--- src/rtl/hazard_scoreboard_unit_pkg.sv ---
// Shared types for the hazard scoreboard unit: instruction classes,
// forward-select codes, control FSM states and the record-pipe entry.
package hazard_scoreboard_unit_pkg;

  // Record entries hold the destination index zero-extended to this width,
  // so register files of up to 256 entries are supported.
  localparam int REC_RW = 8;

  // A countdown of 15 marks a divide writer; it only clears on div_done.
  localparam logic [3:0] DIV_CNT = 4'd15;

  typedef enum logic [2:0] {
    CLS_ALU    = 3'd0,
    CLS_LOAD   = 3'd1,
    CLS_STORE  = 3'd2,
    CLS_BRANCH = 3'd3,
    CLS_MUL    = 3'd4,
    CLS_DIV    = 3'd5
  } cls_e;

  typedef enum logic [1:0] {
    FWD_RF       = 2'd0,
    FWD_EXE_ALU  = 2'd1,
    FWD_MEM_ALU  = 2'd2,
    FWD_MEM_LOAD = 2'd3
  } fwd_e;

  typedef enum logic [1:0] {
    ST_RUN     = 2'd0,
    ST_STALL   = 2'd1,
    ST_DIVWAIT = 2'd2,
    ST_FLUSH   = 2'd3
  } state_e;

  typedef struct packed {
    logic              valid;
    logic [REC_RW-1:0] rd;
    cls_e              cls;
  } rec_t;

  // Unused encodings 6 and 7 behave as ALU operations.
  function automatic cls_e decode_class(input logic [2:0] raw);
    cls_e c;
    case (raw)
      3'd1:    c = CLS_LOAD;
      3'd2:    c = CLS_STORE;
      3'd3:    c = CLS_BRANCH;
      3'd4:    c = CLS_MUL;
      3'd5:    c = CLS_DIV;
      default: c = CLS_ALU;
    endcase
    return c;
  endfunction

  // Stores and branches carry no destination register.
  function automatic logic writes_rd(input cls_e c);
    return (c == CLS_ALU) || (c == CLS_LOAD) || (c == CLS_MUL) || (c == CLS_DIV);
  endfunction

endpackage

--- src/rtl/hazard_scoreboard_unit_if.sv ---
// ID-stage request / pipeline-control bundle of the hazard scoreboard unit.
// master: the pipeline side driving the ID instruction; slave: the unit.
interface hazard_scoreboard_unit_if #(
  parameter int RW = 5
);
  logic          id_valid;
  logic          rs1use_ID;
  logic          rs2use_ID;
  logic [RW-1:0] rs1_ID;
  logic [RW-1:0] rs2_ID;
  logic [RW-1:0] rd_ID;
  logic [2:0]    class_ID;
  logic          redirect_EXE;
  logic          div_done;

  logic          PC_EN_IF;
  logic          reg_FD_EN;
  logic          reg_DE_flush;
  logic          reg_FD_flush;
  logic [1:0]    forward_ctrl_A;
  logic [1:0]    forward_ctrl_B;
  logic          issue_ID;
  logic          div_busy;

  modport master (
    output id_valid, rs1use_ID, rs2use_ID, rs1_ID, rs2_ID, rd_ID, class_ID,
           redirect_EXE, div_done,
    input  PC_EN_IF, reg_FD_EN, reg_DE_flush, reg_FD_flush,
           forward_ctrl_A, forward_ctrl_B, issue_ID, div_busy
  );

  modport slave (
    input  id_valid, rs1use_ID, rs2use_ID, rs1_ID, rs2_ID, rd_ID, class_ID,
           redirect_EXE, div_done,
    output PC_EN_IF, reg_FD_EN, reg_DE_flush, reg_FD_flush,
           forward_ctrl_A, forward_ctrl_B, issue_ID, div_busy
  );
endinterface

--- src/rtl/hazard_reg_scoreboard.sv ---
// Per-register pending-write countdowns with combinational lookups for the
// two source operands and the destination (multi-cycle writer check).
module hazard_reg_scoreboard
  import hazard_scoreboard_unit_pkg::*;
#(
  parameter int NREG    = 32,
  parameter int MUL_LAT = 3,
  parameter int RW      = $clog2(NREG)
) (
  input  logic          clk,
  input  logic          rst_n,
  input  logic          i_set,
  input  logic [RW-1:0] i_set_rd,
  input  cls_e          i_set_cls,
  input  logic          i_div_done,
  input  logic [RW-1:0] i_rs1,
  input  logic [RW-1:0] i_rs2,
  input  logic [RW-1:0] i_rd,
  output logic          o_rs1_pend,
  output logic          o_rs2_pend,
  output logic          o_rd_long_pend
);

  localparam logic [3:0] MUL_CNT = 4'(MUL_LAT - 1);

  logic [3:0] r_cnt  [NREG];
  logic       r_long [NREG];
  logic [3:0] w_set_cnt;
  logic       w_set_long;

  // Initial countdown for the issuing writer: cycles until its result can be forwarded.
  always_comb begin
    w_set_cnt  = 4'd0;
    w_set_long = 1'b0;
    case (i_set_cls)
      CLS_LOAD: w_set_cnt = 4'd1;
      CLS_MUL: begin
        w_set_cnt  = MUL_CNT;
        w_set_long = 1'b1;
      end
      CLS_DIV: begin
        w_set_cnt  = DIV_CNT;
        w_set_long = 1'b1;
      end
      default: w_set_cnt = 4'd0;
    endcase
  end

  // Countdown update; x0 is never written so it always reads as not pending.
  always_ff @(posedge clk or negedge rst_n) begin
    if (!rst_n) begin
      for (int i = 0; i < NREG; i++) begin
        r_cnt[i]  <= 4'd0;
        r_long[i] <= 1'b0;
      end
    end else begin
      for (int i = 1; i < NREG; i++) begin
        if (i_set && (i_set_rd == RW'(i))) begin
          r_cnt[i]  <= w_set_cnt;
          r_long[i] <= w_set_long;
        end else if (r_cnt[i] == DIV_CNT) begin
          if (i_div_done) begin
            r_cnt[i]  <= 4'd0;
            r_long[i] <= 1'b0;
          end
        end else if (r_cnt[i] != 4'd0) begin
          r_cnt[i] <= r_cnt[i] - 4'd1;
        end
      end
    end
  end

  assign o_rs1_pend     = (i_rs1 != '0) && (r_cnt[i_rs1] != 4'd0);
  assign o_rs2_pend     = (i_rs2 != '0) && (r_cnt[i_rs2] != 4'd0);
  assign o_rd_long_pend = (i_rd  != '0) && (r_cnt[i_rd]  != 4'd0) && r_long[i_rd];

endmodule

--- src/rtl/hazard_scoreboard_unit.sv ---
// Hazard scoreboard unit: RAW/WAW stall detection, divider occupancy,
// redirect flushing and operand forward selection for an in-order pipeline.
// Optional performance counters are built when HAZARD_PERF_CNT_EN is defined.
module hazard_scoreboard_unit
  import hazard_scoreboard_unit_pkg::*;
#(
  parameter int NREG      = 32,
  parameter int MUL_LAT   = 3,
  parameter int FWD_DEPTH = 2
) (
  input  logic                   clk,
  input  logic                   rst_n,
  hazard_scoreboard_unit_if.slave bus
`ifdef HAZARD_PERF_CNT_EN
  ,
  output logic [31:0]            stall_cycles,
  output logic [31:0]            flush_count
`endif
);

  localparam int RW = $clog2(NREG);

  state_e r_state;
  rec_t   r_rec [FWD_DEPTH];
  logic   r_div_busy;

  cls_e   w_cls;
  logic   w_writes;
  logic   w_rs1_pend, w_rs2_pend, w_rd_long_pend;
  logic   w_hazard, w_div_struct, w_stall, w_redirect, w_issue;
  rec_t   w_new_rec;
  fwd_e   w_fwd_a, w_fwd_b;

  // A record supplies a forward only if it writes a real (non-x0) register.
  function automatic logic rec_match(input rec_t r, input logic [RW-1:0] rs);
    return r.valid && writes_rd(r.cls) && (rs != '0) && (r.rd == REC_RW'(rs));
  endfunction

  // Forward source offered by a record at the given depth (0 = EXE, 1 = MEM).
  function automatic fwd_e stage_sel(input int stage, input cls_e c);
    fwd_e f;
    f = FWD_RF;
    if (stage == 0) begin
      if ((c == CLS_ALU) || ((c == CLS_MUL) && (MUL_LAT == 1))) f = FWD_EXE_ALU;
    end else if (stage == 1) begin
      if ((c == CLS_ALU) || ((c == CLS_MUL) && (MUL_LAT <= 2))) f = FWD_MEM_ALU;
      else if (c == CLS_LOAD)                                     f = FWD_MEM_LOAD;
    end
    return f;
  endfunction

  assign w_cls    = decode_class(bus.class_ID);
  assign w_writes = writes_rd(w_cls);

  hazard_reg_scoreboard #(
    .NREG    (NREG),
    .MUL_LAT (MUL_LAT),
    .RW      (RW)
  ) u_sb (
    .clk            (clk),
    .rst_n          (rst_n),
    .i_set          (w_issue && w_writes),
    .i_set_rd       (bus.rd_ID),
    .i_set_cls      (w_cls),
    .i_div_done     (bus.div_done),
    .i_rs1          (bus.rs1_ID),
    .i_rs2          (bus.rs2_ID),
    .i_rd           (bus.rd_ID),
    .o_rs1_pend     (w_rs1_pend),
    .o_rs2_pend     (w_rs2_pend),
    .o_rd_long_pend (w_rd_long_pend)
  );

  // The stall decision is combinational so a dependent instruction waits
  // exactly as long as its producer's countdown; the STALL state records
  // that the previous cycle stalled, while DIVWAIT holds until div_done.
  assign w_hazard     = bus.id_valid &&
                        ((bus.rs1use_ID && w_rs1_pend) ||
                         (bus.rs2use_ID && w_rs2_pend) ||
                         (w_writes && w_rd_long_pend));
  assign w_div_struct = bus.id_valid && (w_cls == CLS_DIV) && r_div_busy;
  assign w_stall      = w_hazard || w_div_struct || (r_state == ST_DIVWAIT);
  // Redirect is masked while in reset so the flushes read 0 there.
  assign w_redirect   = bus.redirect_EXE && rst_n;
  assign w_issue      = bus.id_valid && !w_stall && !w_redirect;

  assign bus.PC_EN_IF     = w_redirect || !w_stall;
  assign bus.reg_FD_EN    = w_redirect || !w_stall;
  assign bus.reg_DE_flush = w_redirect || w_stall;
  assign bus.reg_FD_flush = w_redirect;
  assign bus.issue_ID     = w_issue;
  assign bus.div_busy     = r_div_busy;

  // Entry pushed into the record pipe: the issuing instruction or a bubble.
  always_comb begin
    w_new_rec = '0;
    if (w_issue) begin
      w_new_rec.valid = 1'b1;
      w_new_rec.rd    = REC_RW'(bus.rd_ID);
      w_new_rec.cls   = w_cls;
    end
  end

  // Forward select per operand; scanning oldest to youngest lets the youngest match win.
  always_comb begin
    w_fwd_a = FWD_RF;
    w_fwd_b = FWD_RF;
    for (int i = FWD_DEPTH - 1; i >= 0; i--) begin
      if (rec_match(r_rec[i], bus.rs1_ID)) w_fwd_a = stage_sel(i, r_rec[i].cls);
      if (rec_match(r_rec[i], bus.rs2_ID)) w_fwd_b = stage_sel(i, r_rec[i].cls);
    end
  end

  assign bus.forward_ctrl_A = w_fwd_a;
  assign bus.forward_ctrl_B = w_fwd_b;

  // Record pipe shifts every cycle, loading the ID instruction or a bubble.
  always_ff @(posedge clk or negedge rst_n) begin
    if (!rst_n) begin
      for (int i = 0; i < FWD_DEPTH; i++) r_rec[i] <= '0;
    end else begin
      r_rec[0] <= w_new_rec;
      for (int i = 1; i < FWD_DEPTH; i++) r_rec[i] <= r_rec[i-1];
    end
  end

  // Divider occupancy: a new divide issue wins over a same-cycle completion.
  always_ff @(posedge clk or negedge rst_n) begin
    if (!rst_n) begin
      r_div_busy <= 1'b0;
    end else if (w_issue && (w_cls == CLS_DIV)) begin
      r_div_busy <= 1'b1;
    end else if (bus.div_done) begin
      r_div_busy <= 1'b0;
    end
  end

  // Control FSM; a redirect pre-empts every state.
  always_ff @(posedge clk or negedge rst_n) begin
    if (!rst_n) begin
      r_state <= ST_RUN;
    end else if (w_redirect) begin
      r_state <= ST_FLUSH;
    end else begin
      case (r_state)
        ST_RUN, ST_STALL: begin
          if (w_hazard)          r_state <= ST_STALL;
          else if (w_div_struct) r_state <= ST_DIVWAIT;
          else                   r_state <= ST_RUN;
        end
        ST_DIVWAIT: if (bus.div_done) r_state <= ST_RUN;
        default:    r_state <= ST_RUN;
      endcase
    end
  end

`ifdef HAZARD_PERF_CNT_EN
  logic [31:0] r_stall_cycles;
  logic [31:0] r_flush_count;

  // Free-running, wrapping event counters for stalled cycles and redirects.
  always_ff @(posedge clk or negedge rst_n) begin
    if (!rst_n) begin
      r_stall_cycles <= 32'd0;
      r_flush_count  <= 32'd0;
    end else begin
      if (w_stall && !w_redirect) r_stall_cycles <= r_stall_cycles + 32'd1;
      if (w_redirect)             r_flush_count  <= r_flush_count + 32'd1;
    end
  end

  assign stall_cycles = r_stall_cycles;
  assign flush_count  = r_flush_count;
`endif

endmodule
--- src/flat_wrapper.sv ---
// flat-port wrapper written by rule: the top's interface ports become plain ports
module hazard_scoreboard_unit_flat import hazard_scoreboard_unit_pkg::*;
#(
  parameter int NREG      = 32,
  parameter int MUL_LAT   = 3,
  parameter int FWD_DEPTH = 2
)
  (clk, rst_n, bus_id_valid, bus_rs1use_ID, bus_rs2use_ID, bus_rs1_ID, bus_rs2_ID, bus_rd_ID, bus_class_ID, bus_redirect_EXE, bus_div_done, bus_PC_EN_IF, bus_reg_FD_EN, bus_reg_DE_flush, bus_reg_FD_flush, bus_forward_ctrl_A, bus_forward_ctrl_B, bus_issue_ID, bus_div_busy);
  hazard_scoreboard_unit_if bus_i ();
  input  logic clk;
  input  logic rst_n;
  input wire logic [$bits(bus_i.id_valid)-1:0] bus_id_valid;
  input wire logic [$bits(bus_i.rs1use_ID)-1:0] bus_rs1use_ID;
  input wire logic [$bits(bus_i.rs2use_ID)-1:0] bus_rs2use_ID;
  input wire logic [$bits(bus_i.rs1_ID)-1:0] bus_rs1_ID;
  input wire logic [$bits(bus_i.rs2_ID)-1:0] bus_rs2_ID;
  input wire logic [$bits(bus_i.rd_ID)-1:0] bus_rd_ID;
  input wire logic [$bits(bus_i.class_ID)-1:0] bus_class_ID;
  input wire logic [$bits(bus_i.redirect_EXE)-1:0] bus_redirect_EXE;
  input wire logic [$bits(bus_i.div_done)-1:0] bus_div_done;
  output wire logic [$bits(bus_i.PC_EN_IF)-1:0] bus_PC_EN_IF;
  output wire logic [$bits(bus_i.reg_FD_EN)-1:0] bus_reg_FD_EN;
  output wire logic [$bits(bus_i.reg_DE_flush)-1:0] bus_reg_DE_flush;
  output wire logic [$bits(bus_i.reg_FD_flush)-1:0] bus_reg_FD_flush;
  output wire logic [$bits(bus_i.forward_ctrl_A)-1:0] bus_forward_ctrl_A;
  output wire logic [$bits(bus_i.forward_ctrl_B)-1:0] bus_forward_ctrl_B;
  output wire logic [$bits(bus_i.issue_ID)-1:0] bus_issue_ID;
  output wire logic [$bits(bus_i.div_busy)-1:0] bus_div_busy;
  assign bus_i.id_valid = bus_id_valid;
  assign bus_i.rs1use_ID = bus_rs1use_ID;
  assign bus_i.rs2use_ID = bus_rs2use_ID;
  assign bus_i.rs1_ID = bus_rs1_ID;
  assign bus_i.rs2_ID = bus_rs2_ID;
  assign bus_i.rd_ID = bus_rd_ID;
  assign bus_i.class_ID = bus_class_ID;
  assign bus_i.redirect_EXE = bus_redirect_EXE;
  assign bus_i.div_done = bus_div_done;
  assign bus_PC_EN_IF = bus_i.PC_EN_IF;
  assign bus_reg_FD_EN = bus_i.reg_FD_EN;
  assign bus_reg_DE_flush = bus_i.reg_DE_flush;
  assign bus_reg_FD_flush = bus_i.reg_FD_flush;
  assign bus_forward_ctrl_A = bus_i.forward_ctrl_A;
  assign bus_forward_ctrl_B = bus_i.forward_ctrl_B;
  assign bus_issue_ID = bus_i.issue_ID;
  assign bus_div_busy = bus_i.div_busy;
  hazard_scoreboard_unit #(.NREG(NREG), .MUL_LAT(MUL_LAT), .FWD_DEPTH(FWD_DEPTH)) u_core (.clk(clk), .rst_n(rst_n), .bus(bus_i));
endmodule
--- config.mk ---
export PLATFORM = sky130hd
export DESIGN_NAME = hazard_scoreboard_unit_flat
export DESIGN_NICKNAME = d
export VERILOG_FILES = /design/src/rtl/hazard_scoreboard_unit_pkg.sv /design/src/rtl/hazard_scoreboard_unit_if.sv /design/src/rtl/hazard_reg_scoreboard.sv /design/src/rtl/hazard_scoreboard_unit.sv /design/src/flat_wrapper.sv
export SDC_FILE = /design/constraint.sdc
export NUM_CORES = 1
export LEC_CHECK = 0
export ABC_CLOCK_PERIOD_IN_PS = 3800
export CAP_MARGIN = 10
export CELL_PAD_IN_SITES_DETAIL_PLACEMENT = 0
export CELL_PAD_IN_SITES_GLOBAL_PLACEMENT = 1
export CORE_ASPECT_RATIO = 1.2
export CORE_MARGIN = 5
export CORE_UTILIZATION = 43
export DETAILED_ROUTE_END_ITERATION = 8
export GPL_TIMING_DRIVEN = 0
export PLACE_DENSITY_LB_ADDON = 0.1
export REMOVE_ABC_BUFFERS = 1
export SYNTH_ARGS = -nofsm -noshare
export SYNTH_HDL_FRONTEND = slang
export SYNTH_HIERARCHICAL = 1
export SYNTH_SLANG_ARGS = --single-unit
--- constraint.sdc ---
create_clock -name clk -period 3.8 [get_ports clk]
set_input_delay 0.76 -clock clk [delete_from_list [all_inputs] [get_ports clk]]
set_output_delay 0.76 -clock clk [all_outputs]
set_load 0.05 [all_outputs]
==> results of run 1 <==
-- layout make-up --
class | count | area (µm²) | share of cell area (%)
tap | 325 | 406.6 | 3.036
timing repair buffer | 92 | 993.5 | 7.416
clock inverter | 15 | 190.2 | 1.420
sequential | 176 | 4413 | 32.94
clock buffer | 17 | 425.4 | 3.176
multi-input combinational | 987 | 6753 | 50.41
inverter | 57 | 214.0 | 1.597
-- metrics by stage --
step / total power [W] / instances / setup TNS [ns] / hold slack [ns]
6_report: 0.007510 / 1669 / -20.27 / 0.2621
5_1_grt: 0.008031 / 1669 / -42.58 / 0.3062
4_1_cts: 0.007285 / 1642 / -11.24 / 0.2882
3_5_place_dp: 0.005134 / 1583 / -347.69 / 0.3540
3_3_place_gp: 0.005087 / 1578 / -2164.81 / 0.3495
2_1_floorplan: 0.004428 / 1219 / -52.98 / 0.3461
-- logic make-up after synthesis --
logic type / after synthesis
AND/OR/NAND/NOR: 520
multiplexers: 37
flip-flops: 176
XOR/XNOR: 20
AO/OA/AOI/OAI: 406
adder cells (fa/ha/maj): 3
buffers and inverters: 155
-- worst max path at each step --
stage	from	to	slack [ns]	cells after the start
detailed placement	bus_rd_ID[1]	u_core/u_sb/r_cnt[49]$_DFFE_PN0P_	-2.60	15
global placement	rst_n	u_core/u_sb/r_cnt[115]$_DFFE_PN0P_	-7.19	9
global route	u_core/u_sb/r_cnt[69]$_DFFE_PN0P_	u_core/u_sb/r_long[21]$_DFFE_PN0P_	-0.41	16
CTS	u_core/u_sb/r_cnt[69]$_DFFE_PN0P_	bus_PC_EN_IF	-0.25	10
finish	u_core/u_sb/r_cnt[69]$_DFFE_PN0P_	u_core/u_sb/r_cnt[58]$_DFFE_PN0P_	-0.27	17
floorplan	u_core/u_sb/r_cnt[68]$_DFFE_PN0P_	bus_PC_EN_IF	-1.49	8
-- sequential cells by signal, indices dropped and copies added (netlist names) --
signal	flops
u_core/u_sb/r_cnt	124
u_core/r_rec	18
u_core/u_sb/r_long	31
u_core/r_state	2
u_core/bus.div_busy	1
-- worst max-delay path: stages, from the launching register on --
cell and delay, ns:
dfrtp_2 0.40, or4_4 0.57, mux4_2 0.49, o21ai_2 0.17, o211ai_1 0.10, o31a_1 0.13
a222oi_1 0.34, buf_4 0.21, and4_4 0.28, and2_4 0.18, buf_4 0.12, nand2_2 0.10
nor3_4 0.21, buf_6 0.15, buf_12 0.11, buf_4 0.11, a221o_1 0.15, o22ai_1 0.08
-- power groups by stage --
stage	sequential [W]	combinational, W	clock, W
2_1_floorplan	0.00283	0.00160	0
5_1_grt	0.00316	0.00288	0.00199
6_report	0.00307	0.00258	0.00187
3_5_place_dp	0.00300	0.00213	0
4_1_cts	0.00301	0.00236	0.00191
3_3_place_gp	0.00301	0.00208	0
-- metal layers --
layer	vias to the layer above	track usage [%]
met5	-	0
met4	0	7.032
met3	48	4.073
met2	259	37.27
met1	5042	29.89
li1	4873	-
-- what timing repair did --
action	4_1_cts	5_1_grt
endpoints found under the setup margin	173	162
resized for setup	210	120
pin swaps	30	46
cloned	0	2
setup buffers	27	27
-- Yosys cell counts (all sizes together), types with 6 or more instances --
library cell  number
or3               13
nor3              36
o221ai             8
a31oi             17
nand4             27
nor2             112
o21ai            175
a221oi             8
and4               6
o31ai              9
nand3             77
o211ai            16
nand2            171
mux2i             26
mux4              11
o2111ai            9
o311ai            13
a211oi            38
inv               57
a21oi             45
and2              12
xor2              12
dfrtp            176
o211a              6
o32ai              6
buf               19
nand2b             7
nor2b             13
a21boi            12
a221o             11
xnor2              8
o22ai             12
nor4              22
clkbuf            79
==> results.md, run 1 <==
* Outcome: complete, but fails checks
* Failing checks: setup timing
* Post-synth cell types at 70
* Sink Count at 176
* Most frequent cells in the layout: dfrtp_1, nand2_1, nor2_1
* Largest net degree at the start of global routing at around 110
* Metal3 WL at 1764 µm
* Synth Area in XOR/XNOR at ~1.6%
* Critical path class: flip-flop to flip-flop
* # IOs at 35
* Syn. warnings at 16
* Area contributors post-synth: dfrtp_1, nand2_1, o21ai_0
* Post-synthesis mux area share at 4.775%
* Adder-Cell Fraction of Synth Area at less than 1%
* Hold Path Class: input pin to asynchronous set/reset pin
* Critical path startpoint category: flip-flop
* Vias per cell at 6.125
* CTS root buffer: clkbuf_16
* Grt total ovfl at 0
* Simple-Gate Fraction of Synth Area at a little under a quarter
* Die area at approximately 28000 µm²
* Slew Limit Fails at 0
* Total of max-cap violations at 0
* # DRC at 0
* Main combinational cell family by area after synthesis: compound AO/OA/AOI/OAI gates
* VDD IR-drop max at around 0.28 mV
* Vias in the first global route at between 9000 and 10000
* Worst R2R End: u_core/u_sb/r_cnt[58]$_DFFE_PN0P_
* Worst-Skew Late Latency at around 0.45 ns
* Synth Area per Inst at 8.198 µm²
* Final cycle utilization of the critical path at 107.1%
* DP Area at between 10000 and 15000 µm²
* WP data required at about 4.1 ns
* Final nets at approximately 1400
* Final min period at 4.071 ns
* Power Density at 560.7 nW/µm²
* Relative slew slack at under 10%
* DP Worst Slack at -2.599 ns
* Synth Area in Compound Gates at 24.05%
* Post-DRT Antenna Nets at 0
* Via count at between 10000 and 15000
* N_diodes at 0
* H-tree levels at 4
* Synth async-reset ratio at 100.0%
* Switching share of total power at 39.67%
* Post-synth top flop: dfrtp_1
* 1st-iter DRT viols at 833
* RePlAce Congestion at around 0.85
* Initial antenna violation count at 0
* Starting Density at between 40% and 50%
* Synthesis-stage register bit count at about 180
* Top cell type's share of synthesized area at 40.79%
* FMAX at 245.6 MHz
* Post-synth EDFFs at 0
* Tightest Pin Transition at about 1.4 ns
* DP Wirelength at 20280 µm
* Syn-to-layout area delta at 24.07%
* Clk buf depth at 2
* R2R depth at 17
* Final Hold Viols at 0
* Metal-1 WL at roughly 14000 µm
* RSZ-0062 raised after global routing: true
* First-pass GRT wire length at a little over 50000 µm
* I/O Buffers at 34
* Layout cells sized above 1 at 21.58%
* Die width at 154.7 µm
* Post-route cell area at around 13000 µm²
* Tot GR Track Use at between 20 and 25%
* Combinational share of power at around a third
* Cell taking the most area after synthesis: dfrtp_1
* Clock power frac at about a quarter
* Drt total wl at 32300 µm
* R2R Setup Slk at -0.27 ns
* Mapped Cells at between 1000 and 1500
* Post-layout util at between 50% and 60%
* Reg clk slew, reported paths at around 0.070 ns
* Top Metal Used: met4
* Clock skew at ~0.017 ns
* Critical Path AT at between 4 and 5 ns
* DRT Pass-1 Iters at 5
* Row count at between 60 and 70
* Register area share after synthesis at 40.79%
* Flop pwr share at 40.8%
* Worst Path Max Fanout at 5
* Cell area after synthesis at approximately 11000 µm²
* Final WS setup at -0.2711 ns
* CTS tree: built
* Filler cells at around 2300
* Worst r2r src: u_core/u_sb/r_cnt[69]$_DFFE_PN0P_
* Hold-fix buffers at CTS at 0
* Final setup vio count at 132
* Int Power at between 0.004 and 0.005 W
* WL/cell at roughly 19 µm
* Core area at ~25000 µm²
* WL met2 at between 15000 and 20000 µm
* Leading cell type in the layout, fill and taps excluded: dfrtp_1
* Number of buffers created by CTS at 17
* CP Capture Type: flip-flop
* DIE HEIGHT at 183.6 µm
* P_leak at between 5 and 6 nW
* Switch Pwr at between 0.002 and 0.003 W
No activity file was read; power rests on OpenSTA's default activity.
==> run 2: changes to the inputs <==
Settings changed: SKIP_LAST_GASP from default to 1.
==> results.md, run 2 (synthesized netlist as in run 1, its figures left out) <==
* Outcome: complete, but fails checks
* DIE HEIGHT at 183.6 µm (unchanged)
* Starting Density at 43.62% (unchanged)
* Vias in the first global route at 9495 (unchanged)
* First-pass GRT wire length at 51200 µm (about the same)
* Syn-to-layout area delta at 23.94%
* Met3 Track Usage GR at 4.073% (unchanged)
* VDD IR-drop max at 0.2795 mV (-0.34%)
* Final Hold Viols at 0 (unchanged)
* Final cycle utilization of the critical path at 107.1% (about the same)
* Clock skew at 0.01697 ns (+0.0004013 ns)
* I/O Buffers at 34 (unchanged)
* Vias per cell at 6.136 (+0.19%)
* DRT Pass-1 Iters at 5 (unchanged)
* Largest net degree at the start of global routing at 108 (unchanged)
* Worst Path Max Fanout at 9 (+4)
* WP data required at 4.09 ns (about the same)
* R2R depth at 18 (+1)
* Final nets at 1357 (-0.074%)
* Leading cell type in the layout, fill and taps excluded: dfrtp_1
* Critical path class: input pin to flip-flop
* Drt total wl at 32280 µm (about the same)
* Grt total ovfl at 0 (unchanged)
* # DRC at 0 (unchanged)
* Final Total Pwr at 0.007513 W (about the same)
* Die width at 154.7 µm (unchanged)
* Layout Cells excl Fill at 1668 (-0.060%)
* M1 GR Usage at 29.84% (-0.045 points)
* RSZ-0062 raised after global routing: true
* H-tree levels at 4 (unchanged)
* P_leak at 5.338 nW (-0.11%)
* Clk buf depth at 2 (unchanged)
* Largest regs: u_core/u_sb/r_cnt: 124 flops, u_core/u_sb/r_long: 31 flops, u_core/r_rec: 18 flops
* Initial antenna violation count at 0 (unchanged)
* Max reg flops at 124 (unchanged)
* Reg clk slew, reported paths at 0.07 ns (about the same)
* # IOs at 35 (unchanged)
* Post-route cell area at 13380 µm² (-0.10%)
* Final setup vio count at 133 (+0.76%)
* Core area at 24750 µm² (unchanged)
* Layout cells sized above 1 at 21.44% (-0.13 points)
* N_diodes at 0 (unchanged)
* M2 GR Usage at 37.27% (unchanged)
* Worst R2R End: u_core/u_sb/r_cnt[58]$_DFFE_PN0P_
* Hold Path Class: input pin to asynchronous set/reset pin
* CTS tree: built
* Worst hold margin at 0.2616 ns (-0.0005390 ns)
* Tightest Pin Transition at 1.369 ns (+0.0006065 ns)
* DP Wirelength at 20280 µm (unchanged)
* Top Usage Layer GRT: met2
* Total of max-cap violations at 0 (unchanged)
* Tot GR Track Use at 22.41% (about the same)
* Row count at 63 (unchanged)
* Worst r2r src: u_core/u_sb/r_cnt[69]$_DFFE_PN0P_
* Failing checks: setup timing
* DP Area at 11280 µm² (unchanged)
* Most frequent cells in the layout: dfrtp_1, nand2_1, nor2_1
* WL/cell at 19.35 µm (about the same)
* Critical Path AT at 4.36 ns (about the same)
* 1st-iter DRT viols at 780 (-6.4%)
* Sink Count at 176 (unchanged)
* Worst-Skew Late Latency at 0.45 ns (about the same)
* Relative slew slack at 8.365% (-0.041 points)
* Slew Limit Fails at 0 (unchanged)
* Placed cells at 1583 (unchanged)
* CP Capture Type: flip-flop
* Power Density at 561.4 nW/µm² (+0.13%)
* RePlAce Congestion at 0.8462 (unchanged)
* R2R Setup Slk at -0.27 ns (about the same)
* Post-DRT Antenna Nets at 0 (unchanged)
* Final min period at 4.071 ns (-0.0004220 ns)
* CTS root buffer: clkbuf_16
* Top reg by flops: u_core/u_sb/r_cnt
* Die area at 28390 µm² (unchanged)
* Number of buffers created by CTS at 17 (unchanged)
* Hold-fix buffers at CTS at 0 (unchanged)
* Via count at 10235 (+0.13%)
* Post-layout util at 54.06% (-0.056 points)
* FMAX at 245.7 MHz (about the same)
* Critical path startpoint category: input pin
* Final WS setup at -0.2707 ns (+0.0004220 ns)
==> run 2: cell count changes in the layout (fill, tap and decap cells not counted) <==
cell	before	now
buf_4	30	29
o2111ai_1	3	4
o2111ai_2	6	5
==> run 2: power breakdown <==
| part | internal [W] | switching, W |
|---|---|---|
| registers | 0.00227 | 0.000800 |
| logic | 0.00126 | 0.00132 |
| clock network | 0.00101 | 0.000859 |
==> run 2: worst max path at each step <==
stage	startpoint	end	slack (ns)	cells past startpoint
floorplan	u_core/u_sb/r_cnt[68]$_DFFE_PN0P_	bus_PC_EN_IF	-1.49	8
CTS	u_core/u_sb/r_cnt[69]$_DFFE_PN0P_	bus_PC_EN_IF	-0.25	10
global placement	rst_n	u_core/u_sb/r_cnt[115]$_DFFE_PN0P_	-7.19	9
finish	bus_rs2_ID[2]	u_core/u_sb/r_cnt[58]$_DFFE_PN0P_	-0.27	17
global route	u_core/u_sb/r_cnt[69]$_DFFE_PN0P_	u_core/u_sb/r_long[21]$_DFFE_PN0P_	-0.41	16
detailed placement	bus_rd_ID[1]	u_core/u_sb/r_cnt[49]$_DFFE_PN0P_	-2.60	15
==> run 2: repair_timing <==
| item | in CTS | in global routing |
|---|---|---|
| pin swaps | 25 | 50 |
| resized for setup | 205 | 124 |
| endpoints found under the setup margin | 173 | 162 |
| setup buffers | 27 | 26 |
| cloned | 0 | 2 |
==> run 2: area by class of cell <==
class	instances	area, µm²
clock buffer	17	425.4
inverter	57	214.0
sequential	176	4413
clock inverter	15	190.2
tap	325	406.6
fill	2296	11370
timing repair buffer	91	985.9
multi-input combinational	987	6746
==> run 2: stage by stage <==
step / worst slack, ns / TNS [ns]
floorplan: -1.493 / -52.98
global placement: -7.185 / -2164.81
detailed placement: -2.599 / -347.69
CTS: -0.2516 / -11.33
global route: -0.4147 / -42.59
finish: -0.2707 / -20.09
==> run 2: per-layer routing <==
layer,wire (µm),vias to the layer above
met5,0,-
met1,14180,5074
met4,848,0
met2,15680,238
li1,-,4875
met3,1575,48
==> run 2: critical path, cell delays in order <==
cell and delay, ns:
clkdlybuf4s50_1 0.78, mux4_2 0.40, o21ai_2 0.19, nand3b_1 0.10, o311a_1 0.13, a222oi_1 0.29
buf_4 0.21, and4_4 0.28, and2_4 0.18, buf_4 0.12, nand2_2 0.10, nor3_4 0.21
buf_6 0.15, buf_12 0.11, buf_4 0.11, a221o_1 0.15, o22ai_1 0.08
==> run 3: changes to the inputs <==
Settings changed: PLACE_DENSITY from default to 0.8, PLACE_DENSITY_LB_ADDON 0.1 to default.
==> results.md, run 3 (synthesized netlist as in run 1, its figures left out) <==
* Outcome: complete, but fails checks
* Failing checks: setup timing
* Total of max-cap violations at 0 (unchanged)
* RePlAce Congestion at 0.8532 (+0.83%)
* Critical path startpoint category: flip-flop
* Grt total ovfl at 0 (unchanged)
* Syn-to-layout area delta at 22.11%
* FMAX at 242.6 MHz (-1.3%)
* Via count at 10209 (-0.25%)
* Switching share of total power at 38.03% (-1.7 points)
* Tightest Pin Transition at 1.415 ns (+0.04533 ns)
* Hold Path Class: input pin to asynchronous set/reset pin
* Sink Count at 176 (unchanged)
* Worst r2r src: u_core/u_sb/r_cnt[88]$_DFFE_PN0P_
* DRT Pass-1 Iters at 5 (unchanged)
* Worst hold margin at 0.2390 ns (-0.02251 ns)
* Row count at 63 (unchanged)
* Slew Limit Fails at 0 (unchanged)
* Post-DRT Antenna Nets at 0 (unchanged)
* Post-route cell area at 13180 µm² (-1.5%)
* I/O Buffers at 34 (unchanged)
* Final nets at 1342 (-1.1%)
* H-tree levels at 4 (unchanged)
* DP Area at 11260 µm² (-0.11%)
* Clk buf depth at 2 (unchanged)
* Leading cell type in the layout, fill and taps excluded: dfrtp_1
* Clock power frac at 25.8% (+1.0 points)
* VDD IR-drop max at 0.2645 mV (-5.4%)
* Final min period at 4.122 ns (+0.05164 ns)
* Worst-Skew Late Latency at 0.44 ns (about the same)
* WL/cell at 19.07 µm (-1.5%)
* 1st-iter DRT viols at 848 (+8.7%)
* Core area at 24750 µm² (unchanged)
* Int Power at 0.004661 W (+2.9%)
* Relative slew slack at 5.486% (-2.9 points)
* Vias per cell at 6.180 (+0.71%)
* Hold-fix buffers at CTS at 0 (unchanged)
* N_diodes at 0 (unchanged)
* Tot GR Track Use at 21.44% (-0.97 points)
* Die width at 154.7 µm (unchanged)
* Final setup vio count at 115 (-14%)
* Drt total wl at 31500 µm (-2.4%)
* # IOs at 35 (unchanged)
* Reg clk slew, reported paths at 0.07 ns (about the same)
* Vias in the first global route at 9161 (-3.5%)
* CTS root buffer: clkbuf_16
* Worst Path Max Fanout at 11 (+2)
* Number of buffers created by CTS at 17 (unchanged)
* Final Total Pwr at 0.007522 W (+0.12%)
* Top reg by flops: u_core/u_sb/r_cnt
* Combinational share of power at 33.4% (-1.0 points)
* DP Worst Slack at -2.613 ns (-0.01354 ns)
* Layout cells sized above 1 at 19.37% (-2.1 points)
* Flop pwr share at 40.9% (about the same)
* R2R depth at 16 (-2)
* # DRC at 0 (unchanged)
* Final cycle utilization of the critical path at 108.5% (+1.4 points)
* Die area at 28390 µm² (unchanged)
* DIE HEIGHT at 183.6 µm (unchanged)
* DP Wirelength at 19560 µm (-3.5%)
* Worst R2R End: u_core/u_sb/r_long[23]$_DFFE_PN0P_
* Max reg flops at 124 (unchanged)
* Critical Path AT at 3.36 ns (-1.00 ns)
* Most frequent cells in the layout: dfrtp_1, nand2_1, nor2_1
* P_leak at 5.345 nW (+0.12%)
* Largest regs: u_core/u_sb/r_cnt: 124 flops, u_core/u_sb/r_long: 31 flops, u_core/r_rec: 18 flops
* Largest net degree at the start of global routing at 95 (-12%)
* Critical path class: flip-flop to primary output
* Clock skew at 0.009333 ns (-0.007635 ns)
* R2R Setup Slk at -0.30 ns (-0.03 ns)
* First-pass GRT wire length at 49070 µm (-4.2%)
* Switch Pwr at 0.002861 W (-4.1%)
* Final Hold Viols at 0 (unchanged)
* WP data required at 3.04 ns (-1.05 ns)
* Final WS setup at -0.3224 ns (-0.05164 ns)
* CP Capture Type: primary output
* RSZ-0062 raised after global routing: true
* Starting Density at 43.62% (unchanged)
* Initial antenna violation count at 1 (+1)
* Power Density at 570.5 nW/µm² (+1.6%)
* CTS tree: built
-- run 3: cell types whose count changed in the layout (fill, tap and decap cells not counted), sizes merged, moves of 2 or more --
cell,change
nand2,+2
clkinv,-2
bufinv,+3
clkinvlp,+3
buf,-15
inv,-9
-- run 3: how the worst max path moves through the flow --
| stage | to | slack, ns | from | depth (start not counted) |
|---|---|---|---|---|
| 6_report | bus_issue_ID | -0.32 | u_core/u_sb/r_cnt[88]$_DFFE_PN0P_ | 11 |
| 3_5_place_dp | u_core/u_sb/r_cnt[51]$_DFFE_PN0P_ | -2.61 | bus_rs2_ID[1] | 13 |
| 4_1_cts | bus_issue_ID | -0.28 | u_core/u_sb/r_cnt[70]$_DFFE_PN0P_ | 9 |
| 2_1_floorplan | bus_PC_EN_IF | -1.49 | u_core/u_sb/r_cnt[68]$_DFFE_PN0P_ | 8 |
| 5_1_grt | u_core/u_sb/r_long[23]$_DFFE_PN0P_ | -0.39 | u_core/u_sb/r_cnt[68]$_DFFE_PN0P_ | 15 |
| 3_3_place_gp | u_core/u_sb/r_cnt[115]$_DFFE_PN0P_ | -7.06 | rst_n | 9 |
-- run 3: power groups by stage --
stage | Combinational [W] | Sequential (W) | Clock, W
finish | 0.00251 | 0.00307 | 0.00194
global route | 0.00279 | 0.00316 | 0.00206
CTS | 0.00226 | 0.00299 | 0.00198
detailed placement | 0.00213 | 0.00300 | 0
global placement | 0.00206 | 0.00299 | 0
floorplan | 0.00160 | 0.00283 | 0
-- run 3: repair_timing --
action	CTS	global route
endpoints found under the setup margin	173	163
gates cloned	1	2
buffers inserted	19	17
resized for setup	145	167
pin swaps	12	47
-- run 3: per-layer routing --
metal  share of wire [%]  routed length, µm  up-vias  GRT usage, %
met4                 2.2                708        2         7.032
met5               0.029                  9        -             0
met1                  44              13770     5034         28.04
li1                    -                  -     4875             -
met3                 4.4               1391       41         3.956
met2                  50              15630      257         36.05
-- run 3: critical path, stage by stage (launching register included) --
cell	delay, ns
dfrtp_1	0.48
nor4_1	0.63
mux4_2	0.35
nand2_1	0.08
o21ai_2	0.10
o211ai_1	0.10
o31a_1	0.13
a222oi_1	0.33
buf_4	0.21
and4_4	0.27
buf_6	0.11
buf_8	0.13
-- run 3: layout make-up --
| class | count | area [µm²] |
|---|---|---|
| clock buffer | 21 | 450.4 |
| clock inverter | 10 | 185.2 |
| sequential | 176 | 4413 |
| inverter | 57 | 216.5 |
| fill | 2267 | 11570 |
| timing repair buffer | 74 | 793.3 |
| tap | 325 | 406.6 |
| multi-input combinational | 989 | 6719 |
-- run 3: through the flow --
stage                     TNS (ns)  utilization (%)  cells
final                       -16.35            53.27   1652
after global routing        -24.63            53.27   1652
after CTS                   -20.07            50.03   1634
after detailed placement   -352.81            45.51   1583
after global placement    -2105.62            45.05   1578
after floorplan             -52.98                -   1219
==> RTL edit 1: new RTL, config.mk and constraints of run 1 <==
`FWD_DEPTH` is set to 2 in 2 places; all go to 1.
--- a/src/rtl/hazard_scoreboard_unit.sv
+++ b/src/rtl/hazard_scoreboard_unit.sv
@@ -7,5 +7,5 @@
   parameter int NREG      = 32,
   parameter int MUL_LAT   = 3,
-  parameter int FWD_DEPTH = 2
+  parameter int FWD_DEPTH = 1
 ) (
   input  logic                   clk,
--- a/src/flat_wrapper.sv
+++ b/src/flat_wrapper.sv
@@ -4,5 +4,5 @@
   parameter int NREG      = 32,
   parameter int MUL_LAT   = 3,
-  parameter int FWD_DEPTH = 2
+  parameter int FWD_DEPTH = 1
 )
   (clk, rst_n, bus_id_valid, bus_rs1use_ID, bus_rs2use_ID, bus_rs1_ID, bus_rs2_ID, bus_rd_ID, bus_class_ID, bus_redirect_EXE, bus_div_done, bus_PC_EN_IF, bus_reg_FD_EN, bus_reg_DE_flush, bus_reg_FD_flush, bus_forward_ctrl_A, bus_forward_ctrl_B, bus_issue_ID, bus_div_busy);
Behaviour: not the same (a bounded check fails within 4 cycles, from zero or initial values and one cycle with rst_n low).
==> RTL edit 1 against run 1 <==
Largest power group unchanged; cell area fell by 5.6%; final cell count fell by 2.8%; via count shrank 3.1%; total power grew 4.1%; setup slack improved by 0.30 ns; sequential cell count shrank 9; highest routed layer unchanged; synthesized area is 0.37% lower; routed wire length shrank 4.3%; global-route usage fell by 0.53 points.
==> RTL edit 1: results (changes against run 1) <==
Post-synth ARST share 1.00 (unchanged); Synth top cells by count dfrtp_1 (167), nand2_1 (150), o21ai_0 (147), nor2_1 (111), clkbuf_1 (94) (was dfrtp_1 (176), nand2_1 (171), nor2_1 (112), o21ai_0 (100), clkbuf_1 (79)); largest cells by area after synthesis dfrtp_1 (39%), o21ai_0 (6.8%), nand2_1 (5.2%) (was dfrtp_1 (41%), nand2_1 (5.9%), o21ai_0 (4.6%)); VDD IR max 0.307 mV (was 0.280 mV); vias 9910 (was 10200); Max Transition Viols Final 0 (unchanged); Switch Pwr 0.00320 W (was 0.00298 W); worst slew margin relative to its limit 0.0398 (was 0.0841); crit path DAT 4.06 ns (was 4.36 ns); number of global-route vias before repair 9140 (was 9495); total CTS buffers 17 (unchanged); global-route wire length before repair 50.1 mm (was 51.2 mm); Regs by FF count u_core/u_sb/r_cnt x124, u_core/u_sb/r_long x31, u_core/r_rec x9 (was u_core/u_sb/r_cnt x124, u_core/u_sb/r_long x31, u_core/r_rec x18); FFs & Latches 167 (was 176); Worst Clk Skew 0.0165 ns (was 0.0166 ns); DRT Pass-1 Iters 7 (was 5); Final GP Congestion 0.808 (was 0.846); drt wl/cell 19.1 um (was 19.4 um); register area share after synthesis 0.389 (was 0.408); Inverters, non-clock 49 (was 57); r2r worst-path depth 15 (was 17); ratio of cells with drive above 1 in the final layout 0.166 (was 0.216); Filler Cell Count 2321 (was 2296); hpwl dp 20.0 mm (was 20.3 mm); Signal buffers 72 (was 92); leakage power 5.00 nW (was 5.34 nW); area occupied by multi-input gates 6530 um^2 (was 6750 um^2); Initial DRC Count 923 (was 833); GRT Overall Usage 0.219 (was 0.224); number of multi-input logic gates 978 (was 987); Final #Nets 1312 (was 1358); largest net degree at the start of global routing 100 (was 108); worst-path fanout max 7 (was 5); H-tree levels 4 (unchanged); Synth cell types 66 (was 70); Seq area share 0.332 (was 0.329); Data buffer area share 0.0596 (was 0.0742); initial antenna violation count 0 (unchanged); Clock buf/inv share 0.0450 (was 0.0460); status complete, no violations (was complete, but fails checks)
-- RTL edit 1: cell count changes after synthesis, moves of 19 or more --
cell / run 1 / this run
nand2_1: 171 / 150
o21ai_1: 75 / 18
o21ai_0: 100 / 147
mux2i_1: 26 / 45
nand4_1: 27 / 7
a21boi_0: 12 / 31
-- RTL edit 1: final timing paths --
kind | start | endpoint | slack, ns
worst min register to register | u_core/u_sb/r_long[11] | u_core/u_sb/r_long[11] | 0.52
worst min-delay path | rst_n | u_core/u_sb/r_cnt[43] | 0.37
worst max-delay path | u_core/u_sb/r_cnt[115] | u_core/u_sb/r_cnt[120] | 0.03
worst max register to register | u_core/u_sb/r_cnt[115] | u_core/u_sb/r_cnt[120] | 0.03
max in group asynchronous | rst_n | u_core/u_sb/r_cnt[23] | 2.56
min in group clk | u_core/u_sb/r_long[11] | u_core/u_sb/r_long[11] | 0.52
-- RTL edit 1: cell families (layout without fill, tap and decap cells) --
logic type | count (synthesis) | count (layout) | share of synthesized area
and+or+nand+nor | 482 | 482 | 0.215
AOI/OAI and AO/OA | 421 | 421 | 0.249
DFF | 167 | 167 | 0.389
buffers and inverters | 161 | 152 | 0.0601
muxes | 63 | 63 | 0.0775
xor gates and xnor gates | 8 | 8 | 0.00651
adders and majority gates | 2 | 2 | 0.00233
other | 1 | 2 | 0.000349
-- RTL edit 1: worst max-delay path, cell delays in order, from the launching register on --
cell and delay (ns):
dfrtp_2 0.42, nor4_4 0.35, nor3_2 0.06, or4_4 0.55, o31ai_4 0.23, nand4_1 0.19, nand2b_1 0.19, nand4_1 0.14
buf_4 0.18, nor3_4 0.19, buf_12 0.16, nand2b_4 0.09, nor3_4 0.31, nand2_2 0.21, buf_6 0.23, mux2i_1 0.11
-- RTL edit 1: per-layer routing --
layer	part of all wire	wire, um	track usage
met4	0.020	614	0.0689
met1	0.47	14500	0.304
met5	0	0	0
met3	0.042	1310	0.0397
met2	0.47	14500	0.349
-- RTL edit 1: per-stage QoR --
step	setup slack, ns	cells	TNS (ns)	instance area [um^2]	hold slack [ns]
3_3_place_gp	-7.05	1551	-2058.24	11000	0.513
2_1_floorplan	-1.08	1194	-2.15	10300	0.464
6_report	0.0329	1622	0	12600	0.370
3_5_place_dp	-2.87	1556	-396.74	11200	0.516
4_1_cts	0.000127	1609	0	12200	0.391
5_1_grt	-0.114	1622	-1.65	12600	0.422
-- RTL edit 1: power groups by stage --
stage               logic [W]  registers, W  clock network (W)
floorplan             0.00197       0.00290                  0
global placement      0.00252       0.00313                  0
detailed placement    0.00258       0.00311                  0
CTS                   0.00280       0.00314            0.00177
global route          0.00325       0.00331            0.00183
finish                0.00290       0.00320            0.00172
-- RTL edit 1: timing repair --
action                     CTS  global route
setup endpoints to repair  171           159
setup buffers               22            13
hold endpoints to repair     0             0
pin swaps                   13            13
gates resized for setup    125            87
==> RTL edit 2: new RTL, flow settings as in run 1 <==
Made on the original files. Set the package constant `DIV_CNT` to 4'd14 (it was 4'd15).
--- a/src/rtl/hazard_scoreboard_unit_pkg.sv
+++ b/src/rtl/hazard_scoreboard_unit_pkg.sv
@@ -8,5 +8,5 @@
 
   // A countdown of 15 marks a divide writer; it only clears on div_done.
-  localparam logic [3:0] DIV_CNT = 4'd15;
+  localparam logic [3:0] DIV_CNT = 4'd14;
 
   typedef enum logic [2:0] {
Function: not settled (the Yosys comparison gave no result); the edit may change what the design does.
==> RTL edit 2 against run 1 <==
Global-route usage is 0.86 points higher; setup slack improved by 0.0071 ns; the run ends with capacitance limit, slew limit, setup timing left; critical path depth shrank 6; routed wire length up 20%; critical path type is now in2out; cell area is 15% higher; worst hold slack better by 0.027 ns; total power increased by 39%; synthesized area increased by 15%; sequential cell count is the same; core utilization shrank 0.53 points; count of clock-buffer cells in the layout is 5 higher; critical endpoint is now bus_issue_ID; highest routed layer is now met5; combinational power grew 90%.
==> RTL edit 2: results (changes against run 1) <==
met1 Use GR 0.317 (was 0.299); GRT Overall Usage 0.233 (was 0.224); Filler Cell Count 2679 (was 2296); ratio of cells with drive above 1 in the final layout 0.203 (was 0.216); Main synth FF type dfrtp_1 (unchanged); failing checks capacitance limit, slew limit, setup timing (was setup timing); fin worst setup slack -0.264 ns (was -0.271 ns); max_cap viols 1 (was 0); H-tree levels 4 (unchanged); worst slew pin tran 1.53 ns (was 1.37 ns); largest net degree at the start of global routing 92 (was 108); initial antenna violation count 1 (was 0); global-route wire length before repair 59.5 mm (was 51.2 mm); Regs by FF count u_core/u_sb/r_cnt x124, u_core/u_sb/r_long x31, u_core/r_rec x18 (unchanged); crit path DAT 3.30 ns (was 4.36 ns); worst-path fanout max 20 (was 5); slowest CP cell buf_2 (was or4_4); final setup violation count 143 (was 132); met3 usage 0.0336 (was 0.0407); synth warn 16 (unchanged); Final GP Congestion 0.831 (was 0.846); Post-synth ARST share 1.00 (unchanged); slowest stage delay, CP 0.40 ns (was 0.57 ns); later-pin clock latency in the skew report 0.44 ns; Synth top cells by count dfrtp_1 (176), nand2_1 (174), nor2_1 (151), o21ai_0 (131), a21oi_1 (120) (was dfrtp_1 (176), nand2_1 (171), nor2_1 (112), o21ai_0 (100), clkbuf_1 (79)); Synth cell types 73 (was 70); status complete, but fails checks (unchanged); VDD IR max 0.284 mV (was 0.280 mV); Via density 5.90 (was 6.12); Port Buffers 34 (unchanged); CTS root buffer clkbuf_16 (unchanged); largest cells by area after synthesis dfrtp_1 (35%), ha_1 (9.6%), o21ai_0 (5.3%) (was dfrtp_1 (41%), nand2_1 (5.9%), o21ai_0 (4.6%)); number of global-route vias before repair 10800 (was 9495); Hold WS 0.289 ns (was 0.262 ns); hpwl dp 24.5 mm (was 20.3 mm); total CTS buffers 17 (unchanged); register area share after synthesis 0.354 (was 0.408); DRT Pass-1 Iters 5 (unchanged); Initial DRC Count 973 (was 833); drt wl/cell 19.7 um (was 19.4 um); Sum Neg Setup Slack -16.16 ns (was -20.27 ns); Clock Path Buffers 2 (unchanged); Max Transition Viols Final 14 (was 0); GR Util met2 0.382 (was 0.373); leakage power 6.73 nW (was 5.34 nW); CP delay by family, top compound AO/OA/AOI/OAI gates (was simple AND/OR/NAND/NOR gates); Final #Nets 1684 (was 1358); flop2flop setup slack -0.20 ns (was -0.27 ns); clk slew on worst S/H paths 0.06 ns; Worst Clk Skew 0.0141 ns (was 0.0166 ns)
==> RTL edit 2: changes by cell type in the layout (fill, tap and decap cells not counted), moves of 27 or more <==
cell,delta
inv_1,+27
nand3_1,-47
a21oi_1,+64
o21ai_1,-31
ha_1,+93
a31oi_1,+33
==> RTL edit 2: cells by family after synthesis <==
group | after synthesis | synth area share
compound gates | 435 | 0.211
xor+xnor | 22 | 0.0155
fa+ha+maj | 96 | 0.0964
buf+inv | 132 | 0.0423
flops | 176 | 0.354
mux | 57 | 0.0561
simple gates | 558 | 0.225
==> RTL edit 2: final cells by class <==
class                           instances  area share
Clock buffer                           22      0.0302
Clock inverter                          9     0.00554
Inverter                               84      0.0207
Multi-Input combinational cell       1180       0.558
Sequential cell                       176       0.287
Tap cell                              385      0.0314
Timing Repair Buffer                  105      0.0669
==> RTL edit 2: worst paths after layout <==
check | depth (start not counted) | endpoint | from
min in group clk | 0 | u_core/r_rec[11] | u_core/r_rec[23]
setup / recovery | 11 | bus_issue_ID | bus_rs2_ID[0]
hold reg to reg | 0 | u_core/r_rec[11] | u_core/r_rec[23]
hold / removal | 1 | u_core/u_sb/r_cnt[114] | rst_n
max in group asynchronous | 2 | u_core/u_sb/r_cnt[6] | rst_n
setup reg to reg | 14 | u_core/u_sb/r_cnt[121] | u_core/u_sb/r_cnt[14]
==> RTL edit 2: routing by layer <==
| layer | routed length, um | part of all wire |
|---|---|---|
| met5 | 12 | 0.00031 |
| met2 | 18700 | 0.48 |
| met1 | 17300 | 0.45 |
| met3 | 1580 | 0.041 |
| met4 | 1020 | 0.027 |
==> RTL edit 2: stage by stage <==
stage / std cells / area, um^2 / worst slack [ns]
6_report: 1961 / 15400 / -0.264
5_1_grt: 1961 / 15400 / -0.363
4_1_cts: 1929 / 14500 / -0.214
3_5_place_dp: 1854 / 13200 / -2.63
3_3_place_gp: 1847 / 13000 / -7.24
2_1_floorplan: 1428 / 12200 / -1.46
==> RTL edit 2: timing repair <==
action,CTS,global route
buffers inserted,35,27
gates cloned,9,4
setup endpoints to repair,174,161
pin swaps,37,64
gates resized for setup,211,184
==> RTL edit 2: power breakdown <==
group / switching (W) / leakage, nW / total [W] / internal (W)
combinational: 0.00255 / 4.27 / 0.00489 / 0.00234
sequential: 0.00121 / 2.20 / 0.00382 / 0.00262
clock: 0.000782 / 0.262 / 0.00172 / 0.000934
total: 0.00454 / 6.73 / 0.0104 / 0.00589
==> RTL edit 2: worst register-to-register path: stages (launching register included) <==
cell	delay [ns]
dfrtp_1	0.46
or4_4	0.59
mux2_2	0.29
o22ai_2	0.09
o32ai_1	0.09
or3_1	0.33
a222oi_1	0.32
buf_4	0.20
and4_4	0.28
and2_4	0.22
nor4b_4	0.28
buf_4	0.22
and2_4	0.18
nor2_4	0.07
mux2_2	0.28
